<file path="src/rtl/rs232_tx_stream.sv">
// 8N1 serial transmitter fed by a 32-bit stb/ack stream through a small FIFO.
// Only the low byte of each accepted word is sent, LSB first, at CLOCK_FREQUENCY/BAUD_RATE cycles per bit.
module rs232_tx_stream #(
    parameter int CLOCK_FREQUENCY = 100000000,
    parameter int BAUD_RATE       = 115200,
    parameter int DEPTH           = 4
) (
    input  logic        clk,
    input  logic        rst,
    input  logic [31:0] input_in,
    input  logic        input_in_stb,
    output logic        input_in_ack,
    output logic        tx,
    output logic        busy,
    output logic [1:0]  dbg_state_o
);

    localparam int DIVIDER = CLOCK_FREQUENCY / BAUD_RATE;
    localparam int TW      = $clog2(DIVIDER);
    localparam int PW      = $clog2(DEPTH);
    localparam int CW      = $clog2(DEPTH + 1);

    typedef enum logic [1:0] {
        IDLE  = 2'd0,
        START = 2'd1,
        DATA  = 2'd2,
        STOP  = 2'd3
    } state_t;

    // Handshake: a word moves on every rising edge where input_in_stb and input_in_ack are
    // both high; the producer keeps stb and data stable until then, ack drops on that same edge.
    state_t          state_q, state_d;
    logic [TW-1:0]   timer_q, timer_d;
    logic [2:0]      idx_q, idx_d;
    logic [7:0]      shift_q;
    logic            tx_q, tx_d;
    logic            busy_q, busy_d;
    logic            ack_q, ack_d;

    logic [7:0]      mem_q [DEPTH];
    logic [PW-1:0]   wr_ptr_q, rd_ptr_q;
    logic [CW-1:0]   count_q, count_d, occ_after_pop;

    logic            push, pop, fifo_nonempty, bit_end;
    logic [23:0]     unused_upper;

    assign unused_upper = input_in[31:8];

    always_comb begin
        fifo_nonempty = (count_q != '0);
        bit_end       = (timer_q == TW'(DIVIDER - 1));
        push          = input_in_stb && ack_q;
        pop           = fifo_nonempty && ((state_q == IDLE) || ((state_q == STOP) && bit_end));
        occ_after_pop = count_q - CW'(pop);
        ack_d         = !ack_q && input_in_stb && (occ_after_pop < CW'(DEPTH));
        count_d       = count_q + CW'(push) - CW'(pop);
    end

    always_comb begin
        state_d = state_q;
        timer_d = bit_end ? '0 : timer_q + TW'(1);
        idx_d   = idx_q;
        case (state_q)
            IDLE: begin
                timer_d = '0;
                if (fifo_nonempty) state_d = START;
            end
            START: begin
                if (bit_end) begin
                    state_d = DATA;
                    idx_d   = 3'd0;
                end
            end
            DATA: begin
                if (bit_end) begin
                    if (idx_q == 3'd7) state_d = STOP;
                    else               idx_d   = idx_q + 3'd1;
                end
            end
            STOP: begin
                // Chain straight into the next start bit when a word is waiting.
                if (bit_end) state_d = fifo_nonempty ? START : IDLE;
            end
            default: state_d = IDLE;
        endcase
    end

    // The line level follows the current state one cycle later so tx comes straight from a flop.
    always_comb begin
        tx_d = 1'b1;
        case (state_q)
            START:   tx_d = 1'b0;
            DATA:    tx_d = shift_q[idx_q];
            default: tx_d = 1'b1;
        endcase
        busy_d = fifo_nonempty || (state_d != IDLE);
    end

    always_ff @(posedge clk) begin
        if (rst) begin
            state_q <= IDLE;
            timer_q <= '0;
            idx_q   <= 3'd0;
            shift_q <= 8'h00;
            tx_q    <= 1'b1;
            busy_q  <= 1'b0;
        end else begin
            state_q <= state_d;
            timer_q <= timer_d;
            idx_q   <= idx_d;
            tx_q    <= tx_d;
            busy_q  <= busy_d;
            if (pop) shift_q <= mem_q[rd_ptr_q];
        end
    end

    always_ff @(posedge clk) begin
        if (rst) begin
            ack_q    <= 1'b0;
            wr_ptr_q <= '0;
            rd_ptr_q <= '0;
            count_q  <= '0;
        end else begin
            ack_q   <= ack_d;
            count_q <= count_d;
            if (push) wr_ptr_q <= wr_ptr_q + PW'(1);
            if (pop)  rd_ptr_q <= rd_ptr_q + PW'(1);
        end
    end

    always_ff @(posedge clk) begin
        if (push && !rst) mem_q[wr_ptr_q] <= input_in[7:0];
    end

    assign tx           = tx_q;
    assign input_in_ack = ack_q;
    assign busy         = busy_q;
    assign dbg_state_o  = state_q;

endmodule
</file>
<file path="config.mk">
export PLATFORM = sky130hd
export DESIGN_NAME = rs232_tx_stream
export DESIGN_NICKNAME = d
export VERILOG_FILES = /design/src/rtl/rs232_tx_stream.sv
export SDC_FILE = /design/constraint.sdc
export NUM_CORES = 1
export LEC_CHECK = 0
export BUFFER_PORTS_ARGS = -buffer_cell sky130_fd_sc_hd__buf_2
export CAP_MARGIN = 20
export CORE_UTILIZATION = 46
export CTS_CLUSTER_DIAMETER = 50
export DETAILED_ROUTE_END_ITERATION = 16
export PLACE_DENSITY = 0.8
export RECOVER_POWER = 50
export SYNTH_ARGS = -nofsm -noshare
export SYNTH_HDL_FRONTEND = slang
export SYNTH_SLANG_ARGS = --single-unit
export TNS_END_PERCENT = 30
</file>
<file path="constraint.sdc">
create_clock -name clk -period 2.6 [get_ports clk]
set_clock_uncertainty 0.2 [all_clocks]
set_input_delay 0.13 -clock clk [delete_from_list [all_inputs] [get_ports clk]]
set_output_delay 0.13 -clock clk [all_outputs]
set_load 0.05 [all_outputs]
</file>
## Word-level counts from Yosys, hierarchy flattened

Memory sizes are Yosys's and may differ from the RTL's. A register that Yosys moved wholly into a read port is not among the register bits.
Cells that the tools add are included.
W data, S select, Z words.

| storage, ports and cells | value |
|---|---|
| flip-flop bits (word level) | 25 |
| latch bits | 0 |
| memory bits (writable) | 32 |
| ROM bits | 0 |
| input port bits | 35 |
| output and inout port bits | 5 |
| word-level logic and storage cells | 59 |
| memories | 1 |

Memories:

| name | depth | bits a word | rd ports | clocked after memory_dff | wr ports | RTL line | RTL |
|---|---|---|---|---|---|---|---|
| mem_q | 4 | 8 | 1 | 1 | 1 | 40 | `logic [7:0] mem_q [DEPTH];` |

| operators by class | value |
|---|---|
| $add $sub $neg | 7 |
| multiply operators | 0 |
| div/mod/pow operators | 0 |
| $lt $le $gt $ge | 2 |
| equality and inequality tests | 8 |
| shift-type cells | 0 |
| muxes and demuxes | 16 |
| bitwise logic cells | 0 |
| reductions and logical operators | 16 |

Operators with widths:

| operator | count |
|---|---|
| $add A10 B1 Y10 const B | 1 |
| $eq A10 B10 Y1 const B | 1 |
| $mux W2 | 5 |
| $mux W3 | 3 |
| $pmux W2 S4 | 1 |
| $logic_and A1 B1 Y1 | 6 |
| $ne A2 B2 Y1 const B | 3 |
| $pmux W3 S2 | 1 |
| $sub A3 B1 Y3 | 2 |
| $add A2 B1 Y2 const B | 2 |
| $eq A2 B2 Y1 const B | 2 |
| $lt A3 B4 Y1 const B | 1 |
| $mux W1 | 4 |
| $reduce_and A4 Y1 | 1 |
| $reduce_bool A2 Y1 | 2 |
| $add A3 B1 Y3 | 1 |
| $add A3 B1 Y3 const B | 1 |
| $bmux W1 S3 | 1 |
| $eq A3 B3 Y1 const B | 1 |
| $lt A3 B3 Y1 const B | 1 |
| $reduce_bool A3 Y1 | 1 |
| $reduce_or A3 Y1 | 1 |
| $eq A2 B1 Y1 const B | 1 |
| $logic_not A1 Y1 | 2 |
| 3 further kinds | 4 |

## Longest topological paths before layout

| logic depth | value |
|---|---|
| depth in word-level cells | 7 |
| depth in mapped cells | 10 |
| gate-level depth less buffers | 10 |

## Least setup slack after synthesis

OpenSTA, ideal clock, no wires.

| path | value |
|---|---|
| path kind | reg2reg |
| start point | reg state_q[0], in the netlist dbg_state_o[0] |
| end point | reg count_q[2] |
| library setup time | 0.128 ns |
| arrival | 2.324 ns |
| required time | 2.272 ns |
| setup slack | -0.051 ns |
| stages on the path, launching flop included | 10 |
| buffers on the path | 0 |
| clock period less this slack | 2.651 ns |
| path through | dfxtp_1 > nor2_1 > a41oi_1 > nor2_1 > xnor2_1 > ha_1 > fa_1 > xnor2_1 > xnor2_1 > nor2_1 |

| on the way | value |
|---|---|
| cells in the longest elaborated chain, start to end | 5 |
| elaborated cells between the ends (all ways) | 6 |
| those cells by class | add/sub (1); eq/ne (1); reduce/logical (4) |

RTL lines:

| element | RTL line | RTL |
|---|---|---|
| start, declared | 32 | `state_t state_q, state_d;` |
| start signal, assigned | 108 | `state_q <= state_d;` |
| $eq A2 B2 Y1 | 53 | `pop = fifo_nonempty && ((state_q == IDLE) \|\| ((state_q == STOP) && bit_end));` |
| $logic_and A1 B1 Y1 | 53 |  |
| $logic_or A1 B1 Y1 * | 53 |  |
| $logic_and A1 B1 Y1 * | 53 |  |
| $sub A3 B1 Y3 * | 56 | `count_d = count_q + CW'(push) - CW'(pop);` |
| end signal, assigned | 125 | `count_q <= count_d;` |
| end, declared | 42 | `logic [CW-1:0] count_q, count_d, occ_after_pop;` |

Every way passes the cells marked *; elsewhere a longest branch is shown, timed or not.
A chain may end at the register's enable or synchronous reset.

## Worst setup path in the final report

| path | value |
|---|---|
| start point | reg timer_q[0] |
| end point | reg count_q[2] |

| on the way | value |
|---|---|
| cells in the longest elaborated chain, start to end | 5 |

RTL lines:

| element | RTL line | RTL |
|---|---|---|
| start, declared | 33 | `logic [TW-1:0] timer_q, timer_d;` |
| start signal, assigned | 109 | `timer_q <= timer_d;` |
| $eq A10 B10 Y1 | 51 | `bit_end = (timer_q == TW'(DIVIDER - 1));` |
| $logic_and A1 B1 Y1 | 53 |  |
| $logic_or A1 B1 Y1 | 53 |  |
| $logic_and A1 B1 Y1 | 53 |  |
| $sub A3 B1 Y3 | 56 |  |

No other way between the ends.

==> metrics.csv <==
metric,value,unit
GRT Util Overall,16.9,%
Ports,40,
dpl ws,0.124,ns
Final Setup Violations,0,
Routed WL,4.59,mm
Worst Path Max Fanout,3,
Synth top area share,34.4,%
Fmax,413,MHz
DR vias/cell,5.29,
FP Rows,28,
DRT iter0 DRCs,94,
Synth async-reset ratio,0,%
Mapped Area,2790,sq um
initial antenna violation count,0,
most frequent cells in the layout,"32 x edfxtp_1, 31 x dfxtp_1, 18 x clkbuf_1, 16 x nor2_1, 15 x a21oi_1",
Pint,2.11,mW
unrepaired setup endpoints after global routing,no,
vias in the first global route,1770,
switching share of power,27.7,%
largest net degree at the start of global routing,30,
ANT nets after route,0,
Final WS setup,0.181,ns
RR Startpoint,timer_q[0]$_SDFF_PP0_,
CTS tree,yes,
main area contributors after synthesis,"edfxtp_1 34%, dfxtp_1 24%, mux4_2 8.1%",
critical path required time,2.60,ns
die area,6380,sq um
run status,"finished, final reports clean",
Synth Instances,215,
chip height,79.9,um
final worst path period need,2.42,ns
met1 Usage GRT,19.7,%
part of the power in combinational logic,21.9,%
sw power,0.808,mW
Syn Nets,259,
Max-Cap Viols,0,
CTS Buf Count,9,
ant diodes,0,
crit end category,flop,
PortBufs,15,
total power,2.92,mW
Pleak,1.14,nW
residual DRC count,0,
final global-route overflow total,0,
WHS Endpoint,idx_q[1]$_SDFFE_PP0P_,
PwrDens,896,nW/um^2
Clk network pwr share,34.3,%
Final Core Density,55.4,%
worst r2r path cells,10,
CP arrival,2.42,ns
iteration count of the initial detailed-routing pass,4,
Fin. Hold Viols,0,
cell taking the most area after synthesis,edfxtp_1,
core region area,5890,sq um
HP Class,primary input to flop,
worst slew pin tran,0.597,ns
Setup CP Type,flop to flop,
"FF+latch count, synth",65,
Critical Path Start Type,flop,
Clock Sinks,65,
"setup slack, reg-to-reg",0.18,ns
met3 track demand over resource,6.29,%
Slew headroom,60.1,%
Avg WL per Cell,14.0,um
chip width,79.9,um
Flop pwr share,43.8,%
latest clock arrival within the worst-skew pair,0.33,ns
"most common cell after layout, fill and taps aside",edfxtp_1,
# fillers,491,
Vias,1739,
H-tree levels,3,
Yosys cell types,44,
commonest register cell after synthesis,dfxtp_1,
GR Util met2,27.8,%
final critical-path share of the clock period,93.0,%
final net count,293,
first-pass GRT wire length,7.93,mm
P&R area growth vs syn,16.8,%
Mean Syn Cell Area,13.0,sq um
Root Buffer,clkbuf_8,
Final Max Tran Viols,0,
DP HPWL,3.00,mm
Max clock buf depth,2,
Starting Density,47.4,%
Yosys warnings,0,
RR Endpoint,count_q[2]$_SDFF_PP0_,
number of synthesized flops with an enable pin,32,
setup tns final,0,ns
grt peak-use layer,met2,
Routability Congestion,0.761,
worst hold path startpoint,rst,
hold path depth,2,
Max VDD drop,0.460,mV
layout cell share with drive strength beyond 1,18.1,%
number of setup buffers added after CTS,0,
"CTS clk-pin slew, worst paths",0.07,ns
register area share after synthesis,58.1,%
## worst max-delay path by stage
| stage | endpoint | from | slack [ns] | cells after the start |
|---|---|---|---|---|
| 2_1_floorplan | count_q[2]$_SDFF_PP0_ | timer_q[0]$_SDFF_PP0_ | 0.06 | 10 |
| 3_3_place_gp | count_q[2]$_SDFF_PP0_ | timer_q[0]$_SDFF_PP0_ | 0.18 | 10 |
| 3_5_place_dp | count_q[2]$_SDFF_PP0_ | timer_q[0]$_SDFF_PP0_ | 0.12 | 10 |
| 4_1_cts | count_q[2]$_SDFF_PP0_ | timer_q[0]$_SDFF_PP0_ | 0.11 | 10 |
| 5_1_grt | count_q[2]$_SDFF_PP0_ | timer_q[0]$_SDFF_PP0_ | 0.005 | 10 |
| 6_report | count_q[2]$_SDFF_PP0_ | timer_q[0]$_SDFF_PP0_ | 0.18 | 10 |
## registers in the layout, summed over array words and instances (netlist names)
| register | cells |
|---|---|
| idx_q | 3 |
| mem_q | 32 |
| wr_ptr_q | 2 |
| tx | 1 |
| busy | 1 |
| input_in_ack | 1 |
| timer_q | 10 |
| count_q | 3 |
| rd_ptr_q | 2 |
| shift_q | 8 |
| dbg_state_o | 2 |
## routing by layer
metal  part of all wire [%]  routed length (um)  vias to the layer above
li1                       -                   -                      862
met1                     45                2070                      824
met2                     48                2210                       49
met3                    5.4                 246                        4
met4                    1.3                  60                        0
met5                      0                   0                        -
## cell families (layout without fill, tap and decap cells)
logic type	Yosys count	in the layout	synth area share (%)
muxes	14	14	9.50
adders and majority gates	9	9	4.30
xor gates and xnor gates	13	13	4.08
AOI/OAI and AO/OA	30	30	6.27
DFF	65	65	58.1
buffers and inverters	14	53	3.41
and+or+nand+nor	70	70	14.3
## Yosys cell counts (3+ instances only)
library cell  number
inv_1              4
a21oi_1           15
clkbuf_8           3
clkbuf_1           4
mux4_2            10
nand4_1            3
mux2i_1            4
nor2_1            17
xor2_1             7
nor3b_1            4
o21ai_1            3
nand3_1           13
nor2b_1            4
dfxtp_1           33
ha_1               8
o21ai_0            7
edfxtp_1          32
xnor2_1            6
nand2_1            9
## timing repair
action,4_1_cts,5_1_grt
endpoints found under the setup margin,0,1
hold buffers,9,0
gates resized for setup,0,3
endpoints found under the hold margin,34,0
## worst max-delay path, stage by stage (launching register included)
cell and delay [ns]:
dfxtp_1 0.35, ha_1 0.17, nor3b_4 0.21, a41oi_2 0.16, nor2_2 0.17, xnor2_1 0.09, ha_1 0.20, fa_1 0.41
xnor2_2 0.15, xnor2_1 0.13, nor2_1 0.05
## power by group through the flow
| stage | combinational (mW) | clock [mW] | sequential, mW |
|---|---|---|---|
| final | 0.640 | 1.00 | 1.28 |
| after global routing | 0.706 | 1.07 | 1.30 |
| after CTS | 0.625 | 1.03 | 1.28 |
| after detailed placement | 0.612 | 0 | 1.30 |
| after global placement | 0.592 | 0 | 1.30 |
| after floorplan | 0.496 | 0 | 1.29 |
## metrics by stage
stage / cells / hold slack [ns] / instance area (sq um)
2_1_floorplan: 215 / 0.0289 / 2790
3_3_place_gp: 304 / 0.142 / 2950
3_5_place_dp: 304 / 0.148 / 2950
4_1_cts: 329 / 0.0426 / 3270
5_1_grt: 329 / 0.0627 / 3260
6_report: 329 / 0.0602 / 3260
## area by class of cell
cell class / count / area (sq um) / area share [%]
clock buffers: 10 / 128 / 3.91
clock inverters: 6 / 106 / 3.26
inverters: 4 / 15.0 / 0.460
multi-input cells: 136 / 1090 / 33.5
flip-flops and latches: 65 / 1620 / 49.8
well taps: 75 / 93.8 / 2.88
repair buffers: 33 / 201 / 6.18
No activity file was read; power rests on OpenSTA's default activity.
